[config.mk]
export PLATFORM = sky130hd
export DESIGN_NAME = stream_wr_flat
export DESIGN_NICKNAME = d
export VERILOG_FILES = /design/src/rtl/stream_wr_if.sv /design/src/rtl/stream_wr.sv /design/src/flat_wrapper.sv
export SDC_FILE = /design/constraint.sdc
export NUM_CORES = 1
export LEC_CHECK = 0
export ABC_CLOCK_PERIOD_IN_PS = 2050
export CELL_PAD_IN_SITES_DETAIL_PLACEMENT = 0
export CELL_PAD_IN_SITES_GLOBAL_PLACEMENT = 1
export CORE_ASPECT_RATIO = 1.4
export CORE_MARGIN = 4
export CORE_UTILIZATION = 32
export CTS_BUF_LIST = sky130_fd_sc_hd__clkbuf_4 sky130_fd_sc_hd__clkbuf_8
export DETAILED_ROUTE_END_ITERATION = 7
export PLACE_DENSITY_LB_ADDON = 0.12
export SETUP_SLACK_MARGIN = 0.02
export SLEW_MARGIN = 20
export SYNTH_ARGS = -nofsm -noshare
export SYNTH_HDL_FRONTEND = slang
export SYNTH_SLANG_ARGS = --single-unit
[constraint.sdc]
create_clock -name clk -period 2.05 [get_ports clk]
set_input_delay 0.41 -clock clk [delete_from_list [all_inputs] [get_ports clk]]
set_output_delay 0.41 -clock clk [all_outputs]
set_load 0.05 [all_outputs]
[src/rtl/stream_wr_if.sv]
// GPIF-II slave-FIFO bus bundle between the FPGA write master and the FX3.
// The master modport is the FPGA side; the slave modport models the FX3.
interface stream_wr_if #(
  parameter int DATA_W = 32
);
  logic              FLAGA;
  logic              FLAGB;
  logic [DATA_W-1:0] DQ;
  logic              SLCS;
  logic              SLWR;
  logic              SLOE;
  logic              SLRD;
  logic              A1;
  logic              A0;
  logic              PKTEND;

  modport master (
    input  FLAGA, FLAGB,
    output DQ, SLCS, SLWR, SLOE, SLRD, A1, A0, PKTEND
  );

  modport slave (
    output FLAGA, FLAGB,
    input  DQ, SLCS, SLWR, SLOE, SLRD, A1, A0, PKTEND
  );
endinterface

[src/rtl/stream_wr.sv]
// FX3 slave-FIFO write master: streams a show-ahead FIFO to thread 0 in bounded bursts.
// Define STREAM_WR_PKTEND_EN to commit short packets after PKT_TMO source-idle cycles.
module stream_wr #(
  parameter int DATA_W    = 32,
  parameter int BURST_LEN = 256,
  parameter int CNT_W     = 9,
  parameter int GAP_CYC   = 6,
  parameter int PKT_TMO   = 64
) (
  input  logic              clk,
  input  logic              rst_n,
  input  logic              DATA_DIR,
  stream_wr_if.master       bus,
  input  logic [DATA_W-1:0] src_data,
  input  logic              src_empty,
  output logic              src_rd,
  output logic [CNT_W-1:0]  usb_wr_cnt,
  output logic [2:0]        usb_wr_state
);

  typedef enum logic [2:0] {
    S_IDLE     = 3'd0,
    S_SEL0     = 3'd1,
    S_SEL1     = 3'd2,
    S_WAIT_RDY = 3'd3,
    S_WRITE    = 3'd4,
    S_GAP      = 3'd5
  } state_t;

  if (((2 ** CNT_W) <= BURST_LEN) || (GAP_CYC < 2) || (PKT_TMO < 1)) begin : g_param_check
    $error("stream_wr: illegal parameter combination");
  end

  // The IDLE cycle also drives SLCS high, so GAP itself lasts GAP_CYC-1 cycles.
  localparam int                 GAP_W      = (GAP_CYC > 2) ? $clog2(GAP_CYC) : 1;
  localparam logic [GAP_W-1:0]   GAP_LAST   = GAP_W'(GAP_CYC - 2);
  localparam logic [CNT_W-1:0]   BURST_MAX  = CNT_W'(BURST_LEN);

  state_t              state_q;
  logic                slcs_q;
  logic                slwr_q;
  logic                a1_q;
  logic                a0_q;
  logic [DATA_W-1:0]   dq_q;
  logic [CNT_W-1:0]    cnt_q;
  logic [CNT_W-1:0]    cnt_d;
  logic                flagb1_q;
  logic [GAP_W-1:0]    gap_q;

  logic                in_write;
  logic                w_en;
  logic                commit;
  logic                burst_end;

`ifdef STREAM_WR_PKTEND_EN
  localparam int                IDLE_W  = $clog2(PKT_TMO + 1);
  localparam logic [IDLE_W-1:0] TMO_VAL = IDLE_W'(PKT_TMO);

  logic                pktend_q;
  logic [IDLE_W-1:0]   idle_q;
  logic [IDLE_W-1:0]   idle_d;
`endif

  always_comb begin
    in_write  = DATA_DIR & (state_q == S_WRITE);
    commit    = 1'b0;
`ifdef STREAM_WR_PKTEND_EN
    commit    = in_write & (cnt_q != '0) & (idle_q == TMO_VAL);
`endif
    w_en      = in_write & flagb1_q & ~src_empty & (cnt_q < BURST_MAX) & ~commit;
    cnt_d     = w_en ? (cnt_q + CNT_W'(1)) : cnt_q;
    // Count limit is checked on the post-write value so the last write and GAP coincide.
    burst_end = (cnt_d >= BURST_MAX) | ~flagb1_q | commit;
  end

`ifdef STREAM_WR_PKTEND_EN
  always_comb begin
    idle_d = idle_q;
    if (!in_write || w_en || commit) begin
      idle_d = '0;
    end else if (src_empty && (cnt_q != '0)) begin
      idle_d = idle_q + IDLE_W'(1);
    end
  end

  always_ff @(posedge clk or negedge rst_n) begin
    if (!rst_n) begin
      idle_q <= '0;
    end else begin
      idle_q <= idle_d;
    end
  end
`endif

  always_ff @(posedge clk or negedge rst_n) begin
    if (!rst_n) begin
      state_q  <= S_IDLE;
      slcs_q   <= 1'b1;
      slwr_q   <= 1'b1;
      a1_q     <= 1'b1;
      a0_q     <= 1'b1;
      dq_q     <= '0;
      cnt_q    <= '0;
      flagb1_q <= 1'b1;
      gap_q    <= '0;
`ifdef STREAM_WR_PKTEND_EN
      pktend_q <= 1'b1;
`endif
    end else begin
      slcs_q   <= 1'b1;
      slwr_q   <= 1'b1;
      flagb1_q <= bus.FLAGB;
`ifdef STREAM_WR_PKTEND_EN
      pktend_q <= 1'b1;
`endif
      if (!DATA_DIR) begin
        // Bus handed to the read engine: release it and drop any burst in progress.
        state_q <= S_IDLE;
        a1_q    <= 1'b1;
        a0_q    <= 1'b1;
        cnt_q   <= '0;
        gap_q   <= '0;
      end else begin
        unique case (state_q)
          S_IDLE: begin
            a1_q    <= 1'b0;
            a0_q    <= 1'b0;
            cnt_q   <= '0;
            gap_q   <= '0;
            state_q <= S_SEL0;
          end
          S_SEL0: begin
            slcs_q  <= 1'b0;
            state_q <= S_SEL1;
          end
          S_SEL1: begin
            slcs_q  <= 1'b0;
            state_q <= S_WAIT_RDY;
          end
          S_WAIT_RDY: begin
            slcs_q <= 1'b0;
            if (bus.FLAGA) begin
              state_q <= S_WRITE;
            end
          end
          S_WRITE: begin
            slcs_q <= 1'b0;
            cnt_q  <= cnt_d;
            if (w_en) begin
              slwr_q <= 1'b0;
              dq_q   <= src_data;
            end
`ifdef STREAM_WR_PKTEND_EN
            if (commit) begin
              pktend_q <= 1'b0;
            end
`endif
            if (burst_end) begin
              state_q <= S_GAP;
            end
          end
          S_GAP: begin
            if (gap_q == GAP_LAST) begin
              gap_q   <= '0;
              state_q <= S_IDLE;
            end else begin
              gap_q <= gap_q + GAP_W'(1);
            end
          end
          default: begin
            state_q <= S_IDLE;
          end
        endcase
      end
    end
  end

  assign src_rd       = w_en;
  assign usb_wr_cnt   = cnt_q;
  assign usb_wr_state = state_q;

  assign bus.DQ   = dq_q;
  assign bus.SLCS = slcs_q;
  assign bus.SLWR = slwr_q;
  assign bus.SLOE = 1'b1;
  assign bus.SLRD = 1'b1;
  assign bus.A1   = a1_q;
  assign bus.A0   = a0_q;
`ifdef STREAM_WR_PKTEND_EN
  assign bus.PKTEND = pktend_q;
`else
  assign bus.PKTEND = 1'b1;
`endif

endmodule
[src/flat_wrapper.sv]
// flat-port wrapper written by rule: the top's interface ports become plain ports
module stream_wr_flat 
#(
  parameter int DATA_W    = 32,
  parameter int BURST_LEN = 256,
  parameter int CNT_W     = 9,
  parameter int GAP_CYC   = 6,
  parameter int PKT_TMO   = 64
)
  (clk, rst_n, DATA_DIR, src_data, src_empty, src_rd, usb_wr_cnt, usb_wr_state, bus_FLAGA, bus_FLAGB, bus_DQ, bus_SLCS, bus_SLWR, bus_SLOE, bus_SLRD, bus_A1, bus_A0, bus_PKTEND);
  stream_wr_if #(.DATA_W(DATA_W)) bus_i ();
  input  logic clk;
  input  logic rst_n;
  input  logic DATA_DIR;
  input  logic [DATA_W-1:0] src_data;
  input  logic src_empty;
  output logic src_rd;
  output logic [CNT_W-1:0] usb_wr_cnt;
  output logic [2:0] usb_wr_state;
  input wire logic [$bits(bus_i.FLAGA)-1:0] bus_FLAGA;
  input wire logic [$bits(bus_i.FLAGB)-1:0] bus_FLAGB;
  output wire logic [$bits(bus_i.DQ)-1:0] bus_DQ;
  output wire logic [$bits(bus_i.SLCS)-1:0] bus_SLCS;
  output wire logic [$bits(bus_i.SLWR)-1:0] bus_SLWR;
  output wire logic [$bits(bus_i.SLOE)-1:0] bus_SLOE;
  output wire logic [$bits(bus_i.SLRD)-1:0] bus_SLRD;
  output wire logic [$bits(bus_i.A1)-1:0] bus_A1;
  output wire logic [$bits(bus_i.A0)-1:0] bus_A0;
  output wire logic [$bits(bus_i.PKTEND)-1:0] bus_PKTEND;
  assign bus_i.FLAGA = bus_FLAGA;
  assign bus_i.FLAGB = bus_FLAGB;
  assign bus_DQ = bus_i.DQ;
  assign bus_SLCS = bus_i.SLCS;
  assign bus_SLWR = bus_i.SLWR;
  assign bus_SLOE = bus_i.SLOE;
  assign bus_SLRD = bus_i.SLRD;
  assign bus_A1 = bus_i.A1;
  assign bus_A0 = bus_i.A0;
  assign bus_PKTEND = bus_i.PKTEND;
  stream_wr #(.DATA_W(DATA_W), .BURST_LEN(BURST_LEN), .CNT_W(CNT_W), .GAP_CYC(GAP_CYC), .PKT_TMO(PKT_TMO)) u_core (.clk(clk), .rst_n(rst_n), .DATA_DIR(DATA_DIR), .bus(bus_i), .src_data(src_data), .src_empty(src_empty), .src_rd(src_rd), .usb_wr_cnt(usb_wr_cnt), .usb_wr_state(usb_wr_state));
endmodule
Word-level counts from Yosys, hierarchy flattened:

Cells that the tools add are included.

* bits in registers: 51

* muxes and demuxes: 18
* equality and inequality tests: 12
* add/subtract/negate cells: 2
* bitwise operators: 7
* reductions and logical operators: 4
* $lt $le $gt $ge: 2

Operator list (number)
* $mux 3: 6
* $mux 9: 2
* $pmux 3 s6: 1
* $pmux 9 s2: 1
* $add 9x1->9 const B: 1
* $eq 3x3->1 const B: 3
* $ge 9x9->1 const B: 1
* $lt 9x9->1 const B: 1
* $mux 1: 7
* $eq 3x2->1 const B: 2
* $ne 3x1->1 const B: 2
* $ne 3x2->1 const B: 2
* $pmux 3 s2: 1
* $reduce_and 3->1: 2
* $and 1x1->1: 4
* $reduce_or 4->1: 1
* $add 3x1->3 const B: 1
* $eq 3x1->1 const B: 1
* $logic_not 3->1: 1
* $ne 3x3->1 const B: 1
* $ne 2x1->1 const B: 1
* $not 1->1: 2
* $or 1x1->1: 1

Logic depth before layout (Yosys ltp):

* depth in word-level cells: 11
* mapped depth: 9

Worst setup path before layout:

OpenSTA, ideal clock, no wires.

* path type: reg-to-output
* from: register u_core.state_q[0], in the netlist u_core.usb_wr_state[0]
* to: output src_rd
* data arrival time: 1594 ps
* required time: 1640 ps
* setup slack: 46 ps
* path buffers: 3
* cell stages (with the launch flop): 7
* path through: dfrtp_1 -> buf_2 -> nor4bb_1 -> buf_4 -> nand2_4 -> clkinv_2 -> buf_4

* cells in the longest elaborated chain, start to end: 5

Ends and longest elaborated chain
* from (decl): RTL line stream_wr.sv:39 `state_t state_q;`
* from (signal assigned): RTL line stream_wr.sv:97 `state_q <= S_IDLE;`
* from (signal assigned): RTL line stream_wr.sv:118 `state_q <= S_IDLE;`
* from (signal assigned): RTL line stream_wr.sv:130 `state_q <= S_SEL0;`
* $eq 3x3->1: RTL line stream_wr.sv:65 `in_write = DATA_DIR & (state_q == S_WRITE);`
* $and 1x1->1: RTL line stream_wr.sv:65
* $and 1x1->1 (3 in a row): RTL line stream_wr.sv:70 `w_en = in_write & flagb1_q & ~src_empty & (cnt_q < BURST_MAX) & ~commit;`
* to (decl): RTL line flat_wrapper.sv:17 `output logic src_rd;`

Every way passes these cells.

Final worst setup path:

* from: register u_core.state_q[1], in the netlist u_core.usb_wr_state[1]
* to: output src_rd

The elaborated chain is that of the path after synthesis.

==> qor.txt <==
First-pass GRT wire length: 9150 um
DIE AREA: 0.00845 mm^2
Multi-input gate area in the final layout: 835 um^2
Nets: 376
LEAKAGE: 1.65 nW
Number of enable flip-flop cells after synthesis: 0
P&R area growth vs syn: 48.1%
Worst R2R Setup Slack: 0.42 ns
Vias in the first global route: 1865
Die height: 107 um
Final setup vio count: 0
Site row count: 35
Root Buffer: clkbuf_8
Critical Path Sink Type: output port
Synth warn: 0
Initial DRC Count: 74
CTS clk-pin slew, worst paths: 0.09 ns
Setup_tns: 0 ns
Share of cells above drive strength 1: 13.4%
Worst skew pair latency: 0.30 ns
IO Pins: 90
Worst min-delay path class: in -> async
Crit-path slowest cell: dfrtp_1
Port bufs: 86
Routed wl met3: 381 um
Vias: 1927
Clk sinks: 51
Period utilization: 95.7%
Mapped Cells: 242
Worst Path Max Fanout: 11
DP Wirelength: 4060 um
Commonest cells after routing, fill and taps aside: nand2_1 (110), clkdlybuf4s50_1 (69), dfrtp_1 (47)
CORE AREA: 0.00670 mm^2
Status: completed
Sequential cell area: 0.00128 mm^2
Crit path kind: reg -> out
Max Fclk: 510 MHz
Max Buffers Root-to-Sink: 2
DRC: 0
Max incr delay on CP: 0.50 ns
Peak supply drop: 0.000352 V
Max Slew Vio Count: 0
Post-synth top flop: dfrtp_1
Total gr overflow: 0
Final ANT Viol Nets: 0
Tot Pwr: 2.43 mW
Final hold vios: 0
Synth unique cells: 39
Worst Setup Start Kind: flop
Final design utilization: 49.7%
Power density cells: 729 mW/mm^2
Largest net degree at the start of global routing: 35
CTS Hold Buffers Added: 0
Num CTS Buffers: 5
M1 wire length: 2390 um
Gpl congestion: 0.870
Met2 wire len: 2690 um
Vias per Instance: 4.50
Most common cell after layout, fill and taps aside: nand2_1
RSZ-0062 raised after global routing: true
Register area share after synthesis: 57.0%
Clock Skew: 0.00612 ns
Total GRT Usage: 13.6%
Synthesized area per cell: 9.29 um^2
CTS tree: built
Filler cells: 638
Max-capacitance violation count: 0
WP data arrival: 1.55 ns
Top layer used by detailed routing: met4
H-tree depth: 2
DR WL/cell: 12.9 um
Slew headroom: 64.6%
Antenna violations before repair: 0
Asr flop ratio synth: 100%
Synthesized flop and latch total: 51
Post-layout minimum cycle time: 1.96 ns
Least-Margin Pin Slew: 0.529 ns
Detailed-router iteration count before antenna repair: 4
Post-Syn Area: 0.00225 mm^2
Die Width: 78.8 um
Final wirelength: 5520 um
Worst hold slack: 0.0751 ns
Required @ worst endpoint: 1.64 ns
CP cell instances: nor4bb_2 -> buf_4 -> nand2_4 -> clkinv_2 -> buf_12
Starting Density: 33.6%
Diode count: 0
-- final timing paths --
check / start / to / cells after the start
setup / recovery: u_core.usb_wr_state[1] / src_rd / 5
hold / removal: rst_n / u_core.bus.DQ[21] / 1
setup reg to reg: u_core.usb_wr_state[1] / u_core.usb_wr_state[0] / 6
hold reg to reg: u_core.bus.DQ[30] / u_core.bus.DQ[30] / 2
max in group asynchronous: rst_n / u_core.bus.SLWR / 2
min in group clk: u_core.bus.DQ[30] / u_core.bus.DQ[30] / 2
-- synth_stat cells, types with 2 or more instances --
cell      instances  area [um^2]
nand3_1           3         15.0
clkbuf_1          3         11.3
nor2_1            5         18.8
buf_4             7         52.6
nand2_1         110          413
a31oi_1           6         37.5
o31ai_1           2         15.0
ha_1              3         37.5
a21oi_1           5         25.0
dfrtp_1          47         1180
o21ai_0          11         55.1
buf_8             3         45.0
buf_2             2         10.0
and3_1            2         12.5
o21ai_1           3         15.0
dfstp_2           4          105
a22o_1            2         17.5
inv_1             3         11.3
-- cell families after synthesis --
| logic type | synth area share (%) |
|---|---|
| flops | 57.0 |
| other cells | 0.167 |
| fa+ha+maj | 1.67 |
| buf+inv | 6.51 |
| compound gates | 8.68 |
| simple gates | 25.2 |
| xor+xnor | 0.779 |
-- report_power, final --
group | total [mW] | leakage, nW | switching [mW] | internal, mW
Sequential | 1.12 | 0.691 | 0.0444 | 1.08
Clock | 0.712 | 0.0593 | 0.320 | 0.392
Combinational | 0.594 | 0.904 | 0.375 | 0.219
Total | 2.43 | 1.65 | 0.739 | 1.69
-- flip-flops by register name, summed over array words and instances (netlist names) --
signal	count
u_core.usb_wr_cnt	9
u_core.bus.SLWR	1
u_core.gap_q	3
u_core.bus.DQ	32
u_core.flagb1_q	1
u_core.bus.A1	1
u_core.usb_wr_state	3
u_core.bus.SLCS	1
-- worst max-delay path, delay by kind of cell (launching register included) --
kind,cells,cell delay (ns)
flops,1,0.50
buf+inv,3,0.40
simple gates,2,0.36
-- area by class of cell --
cell class | count | area share, %
inverters | 4 | 0.489
multi-input cells | 173 | 25.1
clock inverters | 1 | 0.902
well taps | 92 | 3.46
repair buffers | 100 | 29.1
clock buffers | 7 | 2.52
flip-flops and latches | 51 | 38.5
-- metrics by stage --
step | instances | setup slack (ns) | cell area, um^2
floorplan | 244 | 0.0458 | 2260
global placement | 419 | 0.00337 | 3200
detailed placement | 419 | 0.0158 | 3200
CTS | 428 | 0.0375 | 3320
global route | 428 | 0.0149 | 3330
finish | 428 | 0.0885 | 3330
-- per-layer routing --
| layer | track usage, % | up-vias |
|---|---|---|
| met5 | 0 | - |
| met4 | 4.18 | 0 |
| met3 | 3.70 | 4 |
| met2 | 22.8 | 51 |
| met1 | 17.0 | 904 |
| li1 | - | 968 |
-- repair_timing --
item	in CTS	in global routing
pin swaps	0	1
buffers inserted	1	0
endpoints found under the setup margin	1	3
endpoints found under the hold margin	0	0
gates resized for setup	0	3
Power figures use the tool's default switching activity.
